**src/rtl/pipe_ctrl.sv**
```systemverilog
// -----------------------------------------------------------------------------
// pipe_ctrl -- pipeline stall / flush controller for a 5-stage MIPS-style core.
//
// Decides each cycle whether the front end advances, stalls, or is redirected
// to the exception handler or the EPC. It also tracks how long the multi-cycle
// multiply/divide unit stays busy.
//
// Ports
//   clk        in   1   pipeline clock; all state changes on the rising edge
//   reset      in   1   synchronous, active-high reset
//   stall_hzd  in   1   D-stage operand hazard (source not yet forwardable)
//   d_uses_md  in   1   D-stage instr is mult/div/mfhi/mflo/mthi/mtlo
//   md_start   in   1   E-stage mult/div issuing this cycle
//   md_is_div  in   1   qualifies md_start: 1 = div/divu, 0 = mult/multu
//   exc_req    in   1   CP0 exception/interrupt request from the M stage
//   eret_m     in   1   eret resident in the M stage
//   f_en       out  1   PC register enable
//   d_en       out  1   F/D register enable
//   e_clr      out  1   D/E register bubble insert
//   req        out  1   flush F/D, D/E, E/M and M/W; the PC loads the handler
//   pc_sel     out  2   next PC: 00 sequential/branch, 01 handler 0x0000_4180,
//                       10 EPC
//   md_busy    out  1   multiply/divide unit occupied
//   stall_cnt  out  32  number of stalled cycles
//
// Build option
//   PIPE_PERF_CNT_EN  When defined, stall_cnt is a free-running, wrapping
//                     count of stalled cycles. When undefined, stall_cnt is
//                     tied to zero and no counter flops are built.
// -----------------------------------------------------------------------------
module pipe_ctrl (
  input  logic        clk,
  input  logic        reset,
  input  logic        stall_hzd,
  input  logic        d_uses_md,
  input  logic        md_start,
  input  logic        md_is_div,
  input  logic        exc_req,
  input  logic        eret_m,
  output logic        f_en,
  output logic        d_en,
  output logic        e_clr,
  output logic        req,
  output logic [1:0]  pc_sel,
  output logic        md_busy,
  output logic [31:0] stall_cnt
);

  typedef enum logic [1:0] {
    RUN   = 2'd0,
    STALL = 2'd1,
    FLUSH = 2'd2
  } state_t;

  localparam logic [3:0] MULT_CYCLES = 4'd5;
  localparam logic [3:0] DIV_CYCLES  = 4'd10;

  localparam logic [1:0] PC_SEQ     = 2'b00;
  localparam logic [1:0] PC_HANDLER = 2'b01;
  localparam logic [1:0] PC_EPC     = 2'b10;

  state_t     state_reg;
  state_t     state_next;
  logic [3:0] md_cnt_reg;
  logic [3:0] md_cnt_next;
  logic       md_busy_int;
  logic       stall;
  logic       redirect;

  // The md unit stays busy while its countdown is nonzero.
  assign md_busy_int = (md_cnt_reg != 4'd0);

  // A D-stage md instruction must wait while the unit is busy. It must also
  // wait when a new mult/div issues in E this very cycle. The FLUSH cycle
  // only carries squashed instructions, so it never stalls.
  assign stall = (stall_hzd | (d_uses_md & (md_busy_int | md_start)))
                 & (state_reg != FLUSH);

  assign redirect = exc_req | eret_m;

  // Multiply/divide countdown. A start that coincides with an exception
  // belongs to an instruction that is being flushed, so it is dropped. An
  // operation already in flight keeps counting, because the hardware unit
  // cannot be cancelled.
  always_comb begin
    md_cnt_next = md_cnt_reg;
    if (md_start && !exc_req) begin
      md_cnt_next = md_is_div ? DIV_CYCLES : MULT_CYCLES;
    end else if (md_busy_int) begin
      md_cnt_next = md_cnt_reg - 4'd1;
    end
  end

  always_ff @(posedge clk) begin
    if (reset) begin
      md_cnt_reg <= 4'd0;
    end else begin
      md_cnt_reg <= md_cnt_next;
    end
  end

  // Control FSM. A redirect (exception or eret) always wins and costs exactly
  // one FLUSH cycle. Back-to-back redirects keep the FSM in FLUSH.
  always_comb begin
    state_next = state_reg;
    if (redirect) begin
      state_next = FLUSH;
    end else begin
      case (state_reg)
        RUN:     state_next = stall ? STALL : RUN;
        STALL:   state_next = stall ? STALL : RUN;
        FLUSH:   state_next = RUN;
        default: state_next = RUN;
      endcase
    end
  end

  always_ff @(posedge clk) begin
    if (reset) begin
      state_reg <= RUN;
    end else begin
      state_reg <= state_next;
    end
  end

  // Pipeline enables and redirect. These are combinational, so they act in
  // the same cycle as the condition that causes them. While in reset, the
  // pipeline is held in a benign "advance, no flush" configuration.
  always_comb begin
    f_en    = 1'b1;
    d_en    = 1'b1;
    e_clr   = 1'b0;
    req     = 1'b0;
    pc_sel  = PC_SEQ;
    md_busy = 1'b0;
    if (!reset) begin
      md_busy = md_busy_int;
      if (exc_req) begin
        // Everything behind M is flushed by req, so a pending stall is moot.
        req    = 1'b1;
        pc_sel = PC_HANDLER;
      end else if (eret_m) begin
        // Fetch from the EPC. D keeps loading, so the wrong-path instruction
        // in D is dropped into a bubble instead of entering E.
        pc_sel = PC_EPC;
        e_clr  = 1'b1;
      end else if (stall) begin
        f_en  = 1'b0;
        d_en  = 1'b0;
        e_clr = 1'b1;
      end
    end
  end

`ifdef PIPE_PERF_CNT_EN
  // Performance counter. It counts every cycle whose raw stall term is set
  // and wraps naturally at 2^32.
  logic [31:0] stall_cnt_reg;

  always_ff @(posedge clk) begin
    if (reset) begin
      stall_cnt_reg <= 32'd0;
    end else if (stall) begin
      stall_cnt_reg <= stall_cnt_reg + 32'd1;
    end
  end

  assign stall_cnt = stall_cnt_reg;
`else
  assign stall_cnt = 32'd0;
`endif

endmodule

```
**config.mk**
```make
export PLATFORM = sky130hd
export DESIGN_NAME = pipe_ctrl
export DESIGN_NICKNAME = d
export VERILOG_FILES = /design/src/rtl/pipe_ctrl.sv
export SDC_FILE = /design/constraint.sdc
export NUM_CORES = 1
export LEC_CHECK = 0
export ABC_AREA = 0
export CORE_MARGIN = 5
export CORE_UTILIZATION = 33
export DETAILED_ROUTE_END_ITERATION = 10
export HOLD_SLACK_MARGIN = 0.03
export PLACE_DENSITY_LB_ADDON = 0.12
export SLEW_MARGIN = 20
export SYNTH_ARGS = -nofsm -noshare
export SYNTH_HDL_FRONTEND = slang
export SYNTH_SLANG_ARGS = --single-unit
export TNS_END_PERCENT = 100
```
**constraint.sdc**
```tcl
create_clock -name clk -period 2.27 [get_ports clk]
set_input_delay 0.454 -clock clk [delete_from_list [all_inputs] [get_ports clk]]
set_output_delay 0.454 -clock clk [all_outputs]
set_load 0.02 [all_outputs]
```
==> out/qor.json <==
{
  "grt_pass1_vias": 401,
  "tritoncts": "yes",
  "htree_levels": 1,
  "global_route_wire_length_before_repair_um": 1620,
  "critical-path-slowest-cell": "sky130_fd_sc_hd__or4_4",
  "hold_viol": 0,
  "min_from": "state_reg[1]$_SDFF_PP0_",
  "synth_flop_cell": "sky130_fd_sc_hd__dfxtp_1",
  "layoutNonFillerInstCount": 124,
  "post_synth_main_area_contributors": "sky130_fd_sc_hd__buf_4 41%, sky130_fd_sc_hd__dfxtp_1 19%, sky130_fd_sc_hd__ha_1 4.0%",
  "clock_tree.buffer_depth": 2,
  "grt_setup_unrepaired": "no",
  "synth.largest_area_cell": "sky130_fd_sc_hd__buf_4",
  "mappedNetlistArea_um2": 624,
  "num_io_pins": 47,
  "placeableCoreArea_um2": 1760,
  "start_util_pct": 35.4,
  "total_leakage_power_uw": 0.000394,
  "grt_start_max_net_pins": 9,
  "final_layout_size_suffix_gt1_share_pct": 28.3,
  "first_iter_violations": 11,
  "layout_min_cycle_time_ns": 2.21,
  "dr_total_vias": 480,
  "finalNetCount": 111,
  "pre_cts_setup_slack_ns": -0.361,
  "synth_seq_cells": 6,
  "yosysWarningCount": 0,
  "critical_path.reg2reg.startpoint": "md_cnt_reg[1]$_SDFFE_PP0P_",
  "timing.critical_path.required_ns": 1.82,
  "cts.root.buffer_cell": "sky130_fd_sc_hd__clkbuf_4",
  "layout.cells.most_common_list": "32 x sky130_fd_sc_hd__conb_1, 11 x sky130_fd_sc_hd__buf_4, 7 x sky130_fd_sc_hd__clkdlybuf4s50_1",
  "syn_area_per_cell_um2": 8.22,
  "port-buffer-count": 14,
  "worstSkewPairLatency_ns": 0.24,
  "mostFrequentLayoutCell": "sky130_fd_sc_hd__conb_1",
  "cell_variety_after_synth": 28,
  "finalWirelength_um": 1210,
  "drt_first_pass_iters": 4,
  "die_span_in_x_um": 53.5,
  "worst-endpoint-arrival_ns": 1.76,
  "critical_path.top_delay_family": "simple AND/OR/NAND/NOR gates",
  "status": "finished, final reports clean",
  "timing.critical_path.to_type": "output pin",
  "hold_class": "register to register",
  "max_ir_drop_vdd_uv": 633,
  "netlist_instances": 76,
  "placed_cell_area_um2": 724,
  "synth_top_area_share_pct": 40.9,
  "share_of_synthesized_area_occupied_by_flip_flops_and_latches_pct": 19.2,
  "critical_path.n_buffers_inverters": 2,
  "list_of_cells_traversed_by_the_critical_path": "clkdlybuf4s50_1 -> nor2_1 -> o21ai_1 -> or4_4 -> buf_6",
  "grt_remaining_overflow": 0,
  "clock-sinks": 6,
  "number_of_remaining_drc_errors": 0,
  "critical_path.startpoint_type": "input pin",
  "worst_path_largest_cell_delay_ns": 0.44,
  "detail-route-antenna-nets": 0,
  "dieArea_um2": 2860,
  "drv_cap": 0,
  "grt_antenna_before_repair": 0,
  "cts-buffers-inserted": 3,
  "timing.final.crit_share_pct": 97.5,
  "largest_reg_flops": 4,
  "crit_path_max_fanout": 3,
  "power_density_nw_per_um2": 936,
  "cell_total_after_placement": 121,
  "cts-hold-fix-buffers": 0,
  "fmaxAchievable_mhz": 452,
  "num_antenna_cells": 0,
  "path_class": "input pin to output pin",
  "grtUsageTotal_pct": 7.97,
  "p_total_uw": 703,
  "synthArstFlopShare_pct": 0,
  "routed_via_density": 3.87,
  "area_of_combinational_cells_with_multiple_inputs_um2": 348,
  "finalSetupViolations": 0,
  "fp-row-count": 15,
  "post-route-worst-setup-slack_ns": 0.0564,
  "detailedPlacementHpwl_um": 1050,
  "worstSetupStartpoint": "exc_req",
  "skew_ns": 0.000382,
  "filler_cell_count": 207,
  "layout.cell_area.non_filler_um2": 751,
  "cts.clk_slew.worst_paths_ns": 0.04,
  "count_of_pins_over_their_slew_limit": 0,
  "area_growth_pct": 20.2,
  "number_of_flops_mapped_to_enable_cells_by_yosys": 0,
  "wire_per_inst_um": 9.73,
  "die-height_um": 53.5,
  "place_congestion": 0.733,
  "register_area_um2": 123
}
## metal layers
| metal | track usage, % | vias to the layer above | share of wire (%) | routed length (um) |
|---|---|---|---|---|
| met5 | 0 | - | 0 | 0 |
| met4 | 2.55 | 0 | 0 | 0 |
| met3 | 4.51 | 0 | 14 | 168 |
| met2 | 13.3 | 34 | 49 | 596 |
| met1 | 8.36 | 217 | 37 | 441 |
| li1 | - | 229 | - | - |
## Yosys cell counts (2+ instances only)
library cell	count
sky130_fd_sc_hd__a21oi_1	2
sky130_fd_sc_hd__buf_4	34
sky130_fd_sc_hd__dfxtp_1	6
sky130_fd_sc_hd__ha_1	2
sky130_fd_sc_hd__inv_1	3
sky130_fd_sc_hd__nand2b_1	2
sky130_fd_sc_hd__nor2_1	3
sky130_fd_sc_hd__nor2b_1	3
sky130_fd_sc_hd__nor4_1	2
## through the flow
| stage | hold WS (ns) | utilization, % | setup TNS [ns] |
|---|---|---|---|
| 4_1_cts | 0.421 | 41.6 | 0 |
| 5_1_grt | 0.450 | 42.6 | 0 |
| 3_5_place_dp | 0.415 | 41.1 | -1.04 |
| 3_3_place_gp | 0.401 | 41.1 | -0.931 |
| 2_1_floorplan | 0.391 | - | 0 |
| 6_report | 0.414 | 42.6 | 0 |
## worst reg2reg max path: stages, from the launching register on
cell and delay (ns):
sky130_fd_sc_hd__dfxtp_2 0.31, sky130_fd_sc_hd__inv_1 0.06, sky130_fd_sc_hd__ha_2 0.15, sky130_fd_sc_hd__or3b_4 0.38
sky130_fd_sc_hd__buf_4 0.17, sky130_fd_sc_hd__mux2_4 0.30, sky130_fd_sc_hd__o22ai_2 0.10
## report_power, final
part           internal, uW  switching, uW
clock network          59.6           35.5
registers               143           25.7
logic                   232            207
## what timing repair did
item / CTS / global route
gates cloned: 0 / 0
hold endpoints to repair: 0 / 0
pin swaps: 0 / 1
setup buffers: 0 / 0
endpoints found under the setup margin: 6 / 5
resized for setup: 14 / 15
## final cells by class
cell class	count	share of cell area, %
flip-flops and latches	6	16.3
repair buffers	25	28.7
well taps	25	4.17
multi-input cells	62	46.3
inverters	3	1.50
clock buffers	3	3.00
## path summary, 6_finish.rpt
kind | end | slack, ns | cells past startpoint
setup / recovery | d_en | 0.06 | 5
hold / removal | state_reg[0]$_SDFF_PP0_ | 0.41 | 1
setup reg to reg | md_cnt_reg[1]$_SDFFE_PP0P_ | 0.72 | 6
hold reg to reg | state_reg[0]$_SDFF_PP0_ | 0.41 | 1
## logic make-up (layout without fill, tap and decap cells)
family                     after synthesis  count (layout)  share of synthesized area (%)
and+or+nand+nor                         17              17                           16.6
xor gates and xnor gates                 2               2                           2.81
DFF                                      6               6                           19.2
muxes                                    1               1                           2.40
buffers and inverters                   39              31                           45.1
AOI/OAI and AO/OA                        8               8                           9.22
other                                    1              32                          0.601
adders and majority gates                2               2                           4.01
No activity file was read; power rests on OpenSTA's default activity.
